**src/rtl/ysyx_23060201_lsu_pkg.sv**
```systemverilog
// Shared types, funct3 encodings and decode helpers for the load/store unit.
package ysyx_23060201_lsu_pkg;

  typedef enum logic [1:0] {
    S_IDLE  = 2'd0,
    S_STORE = 2'd1,
    S_LOAD  = 2'd2,
    S_RESP  = 2'd3
  } lsu_state_e;

  localparam logic [2:0] F3_LB  = 3'b000;
  localparam logic [2:0] F3_LH  = 3'b001;
  localparam logic [2:0] F3_LW  = 3'b010;
  localparam logic [2:0] F3_LBU = 3'b100;
  localparam logic [2:0] F3_LHU = 3'b101;

  // funct3 values with no meaning for the given direction (unsigned stores do not exist)
  function automatic logic is_illegal(input logic we, input logic [2:0] funct3);
    logic bad;
    bad = 1'b0;
    case (funct3)
      F3_LB, F3_LH, F3_LW: bad = 1'b0;
      F3_LBU, F3_LHU:      bad = we;
      default:             bad = 1'b1;
    endcase
    return bad;
  endfunction

  // Halfwords need even addresses, words need 4-byte alignment
  function automatic logic is_misaligned(input logic [2:0] funct3, input logic [1:0] addr_lo);
    logic mis;
    mis = 1'b0;
    case (funct3)
      F3_LH, F3_LHU: mis = addr_lo[0];
      F3_LW:         mis = (addr_lo != 2'b00);
      default:       mis = 1'b0;
    endcase
    return mis;
  endfunction

  // Byte-lane strobe for a store; upper nibble is always zero
  function automatic logic [7:0] wmask_gen(input logic [2:0] funct3, input logic [1:0] addr_lo);
    logic [3:0] m;
    m = 4'b0000;
    case (funct3)
      F3_LB:   m = 4'b0001 << addr_lo;
      F3_LH:   m = 4'b0011 << addr_lo;
      F3_LW:   m = 4'b1111;
      default: m = 4'b0000;
    endcase
    return {4'b0000, m};
  endfunction

endpackage

```
**src/rtl/ysyx_23060201_lsu_align.sv**
```systemverilog
// Combinational lane logic: store data shift/mask and load extract/extend.
module ysyx_23060201_lsu_align
  import ysyx_23060201_lsu_pkg::*;
#(
  parameter int DATA_WIDTH = 32
) (
  input  logic [2:0]            funct3,
  input  logic [1:0]            addr_lo,
  input  logic [DATA_WIDTH-1:0] st_wdata,
  output logic [DATA_WIDTH-1:0] st_data,
  output logic [7:0]            st_mask,
  input  logic [DATA_WIDTH-1:0] ld_rdata,
  output logic [DATA_WIDTH-1:0] ld_data
);

  logic [DATA_WIDTH-1:0] ld_shift;

  // Store side: move data into its byte lane and build the strobe
  always_comb begin
    st_data = st_wdata << {addr_lo, 3'b000};
    st_mask = wmask_gen(funct3, addr_lo);
  end

  // Load side: bring the addressed bytes to bit 0, then sign/zero extend
  always_comb begin
    ld_shift = ld_rdata >> {addr_lo, 3'b000};
    ld_data  = '0;
    case (funct3)
      F3_LB:   ld_data = {{(DATA_WIDTH-8){ld_shift[7]}}, ld_shift[7:0]};
      F3_LH:   ld_data = {{(DATA_WIDTH-16){ld_shift[15]}}, ld_shift[15:0]};
      F3_LW:   ld_data = ld_rdata;
      F3_LBU:  ld_data = {{(DATA_WIDTH-8){1'b0}}, ld_shift[7:0]};
      F3_LHU:  ld_data = {{(DATA_WIDTH-16){1'b0}}, ld_shift[15:0]};
      default: ld_data = '0;
    endcase
  end

endmodule

```
**src/rtl/ysyx_23060201_lsu.sv**
```systemverilog
// Load/store unit: one request at a time from EXU, store strobe or
// variable-latency load toward MEM, response back to WBU.
module ysyx_23060201_lsu
  import ysyx_23060201_lsu_pkg::*;
#(
  parameter int ADDR_WIDTH = 32,
  parameter int DATA_WIDTH = 32
) (
  input  logic                  clk,
  input  logic                  rst,
  input  logic                  req_valid,
  output logic                  req_ready,
  input  logic                  req_we,
  input  logic [2:0]            req_funct3,
  input  logic [ADDR_WIDTH-1:0] req_addr,
  input  logic [DATA_WIDTH-1:0] req_wdata,
  output logic                  mem_wen,
  output logic [ADDR_WIDTH-1:0] mem_waddr,
  output logic [DATA_WIDTH-1:0] mem_wdata,
  output logic [7:0]            mem_wmask,
  output logic                  mem_ren,
  output logic [ADDR_WIDTH-1:0] mem_raddr,
  input  logic                  mem_rvalid,
  input  logic [DATA_WIDTH-1:0] mem_rdata,
  output logic                  resp_valid,
  input  logic                  resp_ready,
  output logic [DATA_WIDTH-1:0] resp_rdata,
  output logic                  resp_err
);

  lsu_state_e            state_q, state_d;
  logic                  we_q, we_d;
  logic [2:0]            funct3_q, funct3_d;
  logic [ADDR_WIDTH-1:0] addr_q, addr_d;
  logic [DATA_WIDTH-1:0] wdata_q, wdata_d;
  logic [DATA_WIDTH-1:0] rdata_q, rdata_d;
  logic                  err_q, err_d;

  logic                  req_err;
  logic [DATA_WIDTH-1:0] st_data;
  logic [7:0]            st_mask;
  logic [DATA_WIDTH-1:0] ld_data;
  logic [ADDR_WIDTH-1:0] addr_word;

  // Lane logic only ever sees latched fields, so mem_* never depends on req_*
  ysyx_23060201_lsu_align #(
    .DATA_WIDTH(DATA_WIDTH)
  ) u_align (
    .funct3   (funct3_q),
    .addr_lo  (addr_q[1:0]),
    .st_wdata (wdata_q),
    .st_data  (st_data),
    .st_mask  (st_mask),
    .ld_rdata (mem_rdata),
    .ld_data  (ld_data)
  );

  // State and latched request fields
  always_ff @(posedge clk) begin
    if (rst) begin
      state_q  <= S_IDLE;
      we_q     <= 1'b0;
      funct3_q <= '0;
      addr_q   <= '0;
      wdata_q  <= '0;
      rdata_q  <= '0;
      err_q    <= 1'b0;
    end else begin
      state_q  <= state_d;
      we_q     <= we_d;
      funct3_q <= funct3_d;
      addr_q   <= addr_d;
      wdata_q  <= wdata_d;
      rdata_q  <= rdata_d;
      err_q    <= err_d;
    end
  end

  // Next-state: accept in IDLE, one STORE cycle, wait in LOAD, hold RESP until taken
  always_comb begin
    state_d  = state_q;
    we_d     = we_q;
    funct3_d = funct3_q;
    addr_d   = addr_q;
    wdata_d  = wdata_q;
    rdata_d  = rdata_q;
    err_d    = err_q;
    req_err  = is_illegal(req_we, req_funct3) | is_misaligned(req_funct3, req_addr[1:0]);
    case (state_q)
      S_IDLE: begin
        if (req_valid) begin
          we_d     = req_we;
          funct3_d = req_funct3;
          addr_d   = req_addr;
          wdata_d  = req_wdata;
          rdata_d  = '0;
          err_d    = req_err;
          if (req_err)     state_d = S_RESP;
          else if (req_we) state_d = S_STORE;
          else             state_d = S_LOAD;
        end
      end
      S_STORE: state_d = S_RESP;
      S_LOAD: begin
        if (mem_rvalid) begin
          rdata_d = ld_data;
          state_d = S_RESP;
        end
      end
      S_RESP: begin
        if (resp_ready) state_d = S_IDLE;
      end
      default: state_d = S_IDLE;
    endcase
  end

  // Outputs decoded from state and latched fields; data buses forced to 0 when idle
  always_comb begin
    addr_word  = {addr_q[ADDR_WIDTH-1:2], 2'b00};
    req_ready  = (state_q == S_IDLE);
    mem_wen    = (state_q == S_STORE);
    mem_waddr  = mem_wen ? addr_word : '0;
    mem_wdata  = mem_wen ? st_data : '0;
    mem_wmask  = mem_wen ? st_mask : '0;
    mem_ren    = (state_q == S_LOAD);
    mem_raddr  = mem_ren ? addr_word : '0;
    resp_valid = (state_q == S_RESP);
    resp_rdata = resp_valid ? rdata_q : '0;
    resp_err   = resp_valid & err_q;
  end

endmodule
```
**config.mk**
```make
export PLATFORM = sky130hd
export DESIGN_NAME = ysyx_23060201_lsu
export DESIGN_NICKNAME = d
export VERILOG_FILES = /design/src/rtl/ysyx_23060201_lsu_pkg.sv /design/src/rtl/ysyx_23060201_lsu_align.sv /design/src/rtl/ysyx_23060201_lsu.sv
export SDC_FILE = /design/constraint.sdc
export NUM_CORES = 1
export LEC_CHECK = 0
export BUFFER_PORTS_ARGS = -buffer_cell sky130_fd_sc_hd__buf_4
export CAP_MARGIN = 20
export CORE_ASPECT_RATIO = 1.25
export CORE_MARGIN = 3
export CORE_UTILIZATION = 35
export DETAILED_ROUTE_END_ITERATION = 6
export PLACE_DENSITY_LB_ADDON = 0.25
export SYNTH_ARGS = -nofsm -noshare
export SYNTH_HDL_FRONTEND = slang
export SYNTH_SLANG_ARGS = --single-unit
```
**constraint.sdc**
```tcl
create_clock -name clk -period 5.3 [get_ports clk]
set_clock_uncertainty 0.15 [all_clocks]
set_input_delay 0.265 -clock clk [delete_from_list [all_inputs] [get_ports clk]]
set_output_delay 0.265 -clock clk [all_outputs]
set_load 0.01 [all_outputs]
```
==> flow_summary.toml <==
[status]
status = "finished clean"

[logic_synthesis]
syn_area_um2 = 5810
netlist.area_leader.share_pct = 35.1
ys_warn_count = 0
postSynth.asyncResetShare_pct = 0
synth_top_cell_by_area = "dfxtp_1"
yosys_register_bits = 102
synth_cell_types = 50
synth_area_leaders = "dfxtp_1 35%, nand2_1 12%, and2_1 11%, a21oi_1 8.0%, mux2i_1 3.4%"
ys.flop_type = "dfxtp_1"
synth_edf_count = 0
syn_area_per_cell_um2 = 7.77
synth-seq-area-share_pct = 35.1
netlist_instances = 748

[clocking]
clkTransAtPathRegs_ns = 0.07
insertion_delay_ns = 0.35
cts.sinks = 102
numCtsBuffers = 9
clock_path_buffers = 2
cts_tree = "yes"
htree_levels = 3
cts-root-buf = "clkbuf_16"
cts_resized = 0

[detailed_routing]
wirelength_um = 19200
drt_iter0_drc = 332
ant_nets = 0
wire_per_inst_um = 16.0
drt-vias-per-instance = 5.01
drc = 0
first_pass_iters = 4
vias = 5984

[flow_run]
drv_cap = 0

[power_and_ir_drop]
power_frac_comb_pct = 43.1
power_switching_mw = 1.22
p_leak_nw = 3.57
ir_drop_mv = 0.235
internal-power_mw = 1.75
clkPwrFrac_pct = 22.9
sw_frac_of_total_pct = 41.1
total_power_mw = 2.97
seq_power_share_pct = 34.0
pwr_density_cell_nw_per_um2 = 358

[layout]
diodes = 0
multiInputGateArea_um2 = 3400
n_fill_cell = 1626
drive_above_1_share_pct = 29.8
syn_to_final_growth_pct = 42.4
fin_nets = 1083
register_area_um2 = 2040

[placement]
hpwl_um = 13400
place_congestion = 0.862
io_buffers = 237

[worst_hold_path]
holdCritStartpoint = "req_wdata[26]"
holdCritPathClass = "primary input to register"
holdPathEnd = "wdata_q[26]$_SDFFE_PP0P_"
holdPathStages = 3

[floorplan]
die_h_um = 150
io_pins = 246
start_util_pct = 35.7
core_um2 = 16300
fp.dieW_um = 121
std_cell_rows = 52
die_area_um2 = 18200

[global_routing]
grt_max_degree = 71
track_usage_pct = 20.1
grt_pass1_wl_um = 29400
antenna_found_initial = 0
overflow = 0
grt_pass1_vias = 5610

[sta]
setup_violations = 0
rsz0062_at_grt = "no"
worst_pin_slew_ns = 1.01
post-route-period-util_pct = 57.0
slew_viol_final = 0
hold_viol = 0
fmax_mhz = 331
tns_ns = 0
finalCriticalPeriod_ns = 3.02
slew_headroom_pct = 32.9

[setup_path]
rr_endpoint = "rdata_q[18]$_SDFFE_PP0P_"
timing_worst_setup_path_type = "register to register"
worstRegToRegCells = 5
startpoint_type = "register"
reg2reg_from = "state_q[0]$_SDFFE_PP0P_"
endpoint_kind = "register"
crit_required_ns = 5.40
worstPathArrival_ns = 3.12
rrSetupSlack_ns = 2.28
cp_max_fo = 34
-- metal layers --
layer  up-vias  global-route usage (%)  share of wire [%]
met5         -                       0                  0
met1      2746                    24.3                 40
met3        31                    4.36                6.8
li1       3009                       -                  -
met4         0                    8.91                2.8
met2       198                    34.1                 50
-- synthesized netlist by cell type, types with 2 or more instances --
cell / count
and3_1: 9
nor2b_1: 2
buf_4: 15
a22oi_1: 18
a221oi_1: 6
a221oi_2: 10
nand3_1: 2
nand3_2: 2
a311o_1: 2
a2bb2oi_1: 14
nand2_1: 189
o2bb2ai_1: 7
a22o_1: 2
ha_1: 4
mux2_2: 9
buf_6: 3
a311oi_1: 13
o211a_1: 8
buf_1: 3
a21oi_1: 93
o21ai_0: 9
and2_1: 103
buf_2: 18
nand2b_1: 11
dfxtp_1: 102
mux2i_1: 20
inv_1: 4
clkbuf_1: 37
nor2_1: 12
-- cells by family after synthesis --
| kind of cell | count (synthesis) | share of synthesized area (%) |
|---|---|---|
| AO/OA/AOI/OAI | 193 | 23.5 |
| buffers and inverters | 81 | 6.97 |
| multiplexers | 30 | 5.57 |
| adder cells (fa/ha/maj) | 4 | 0.861 |
| flip-flops | 102 | 35.1 |
| other | 1 | 0.0645 |
| AND/OR/NAND/NOR | 337 | 28.0 |
-- placed cells by master, fill, tap and decap left out, drive strengths merged, types with 9 or more instances in the layout --
master,n
mux2,9
nand2,189
and3,9
nand2b,12
a2bb2oi,14
clkbuf,10
dlygate4sd3,40
mux2i,20
a311oi,14
a22oi,18
and2,103
buf,244
o21ai,10
a221oi,16
a21oi,93
dfxtp,102
nor2,12
-- what timing repair did --
action / CTS / global route
setup buffers: 0 / 0
hold buffers: 40 / 0
endpoints found under the hold margin: 40 / 0
-- power by group through the flow --
stage               Sequential, mW  Combinational, mW  Clock, mW
global route                  1.03               1.42      0.728
detailed placement            1.05               1.25          0
global placement              1.04               1.24          0
floorplan                    0.961              0.945          0
finish                        1.01               1.28      0.680
CTS                           1.03               1.28      0.704
-- critical path, stage by stage (launching register included) --
cell and delay (ns):
dfxtp_1 0.34, inv_1 0.09, ha_1 0.78, and3_1 0.55
nand2_1 0.57, a221oi_1 0.43
-- cell type report --
class,instances,share of cell area [%]
inverters,5,0.227
well taps,216,3.26
multi-input cells,572,41.1
flip-flops and latches,102,24.7
clock inverters,6,0.846
repair buffers,284,27.1
clock buffers,10,2.76
-- through the flow --
step	instances	instance area (µm²)	util, %	hold WS, ns	setup slack, ns
after global routing	1195	8280	50.9	0.0110	1.98
after CTS	1194	8260	50.8	0.000157	2.10
final	1195	8280	50.9	0.0114	2.28
after floorplan	755	5840	-	0.251	3.43
after detailed placement	1138	7560	46.5	0.294	2.23
after global placement	1138	7560	46.5	0.291	2.30
-- worst max-delay path by stage --
stage                               end  slack (ns)               startpoint  cells past startpoint
3_5_place_dp   rdata_q[24]$_SDFFE_PP0P_        2.23  state_q[0]$_SDFFE_PP0P_                      5
5_1_grt        rdata_q[20]$_SDFFE_PP0P_        1.98  state_q[0]$_SDFFE_PP0P_                      5
6_report       rdata_q[18]$_SDFFE_PP0P_        2.28  state_q[0]$_SDFFE_PP0P_                      5
4_1_cts                   mem_wdata[18]        2.10   addr_q[0]$_SDFFE_PP0P_                      6
2_1_floorplan   rdata_q[0]$_SDFFE_PP0P_        3.43  state_q[0]$_SDFFE_PP0P_                      7
3_3_place_gp   rdata_q[30]$_SDFFE_PP0P_        2.30  state_q[0]$_SDFFE_PP0P_                      5
-- state kept, by name, indices dropped and copies added (netlist names) --
name	cells
rdata_q	32
addr_q	32
err_q	1
wdata_q	32
funct3_q	3
state_q	2
Power figures use the tool's default switching activity.
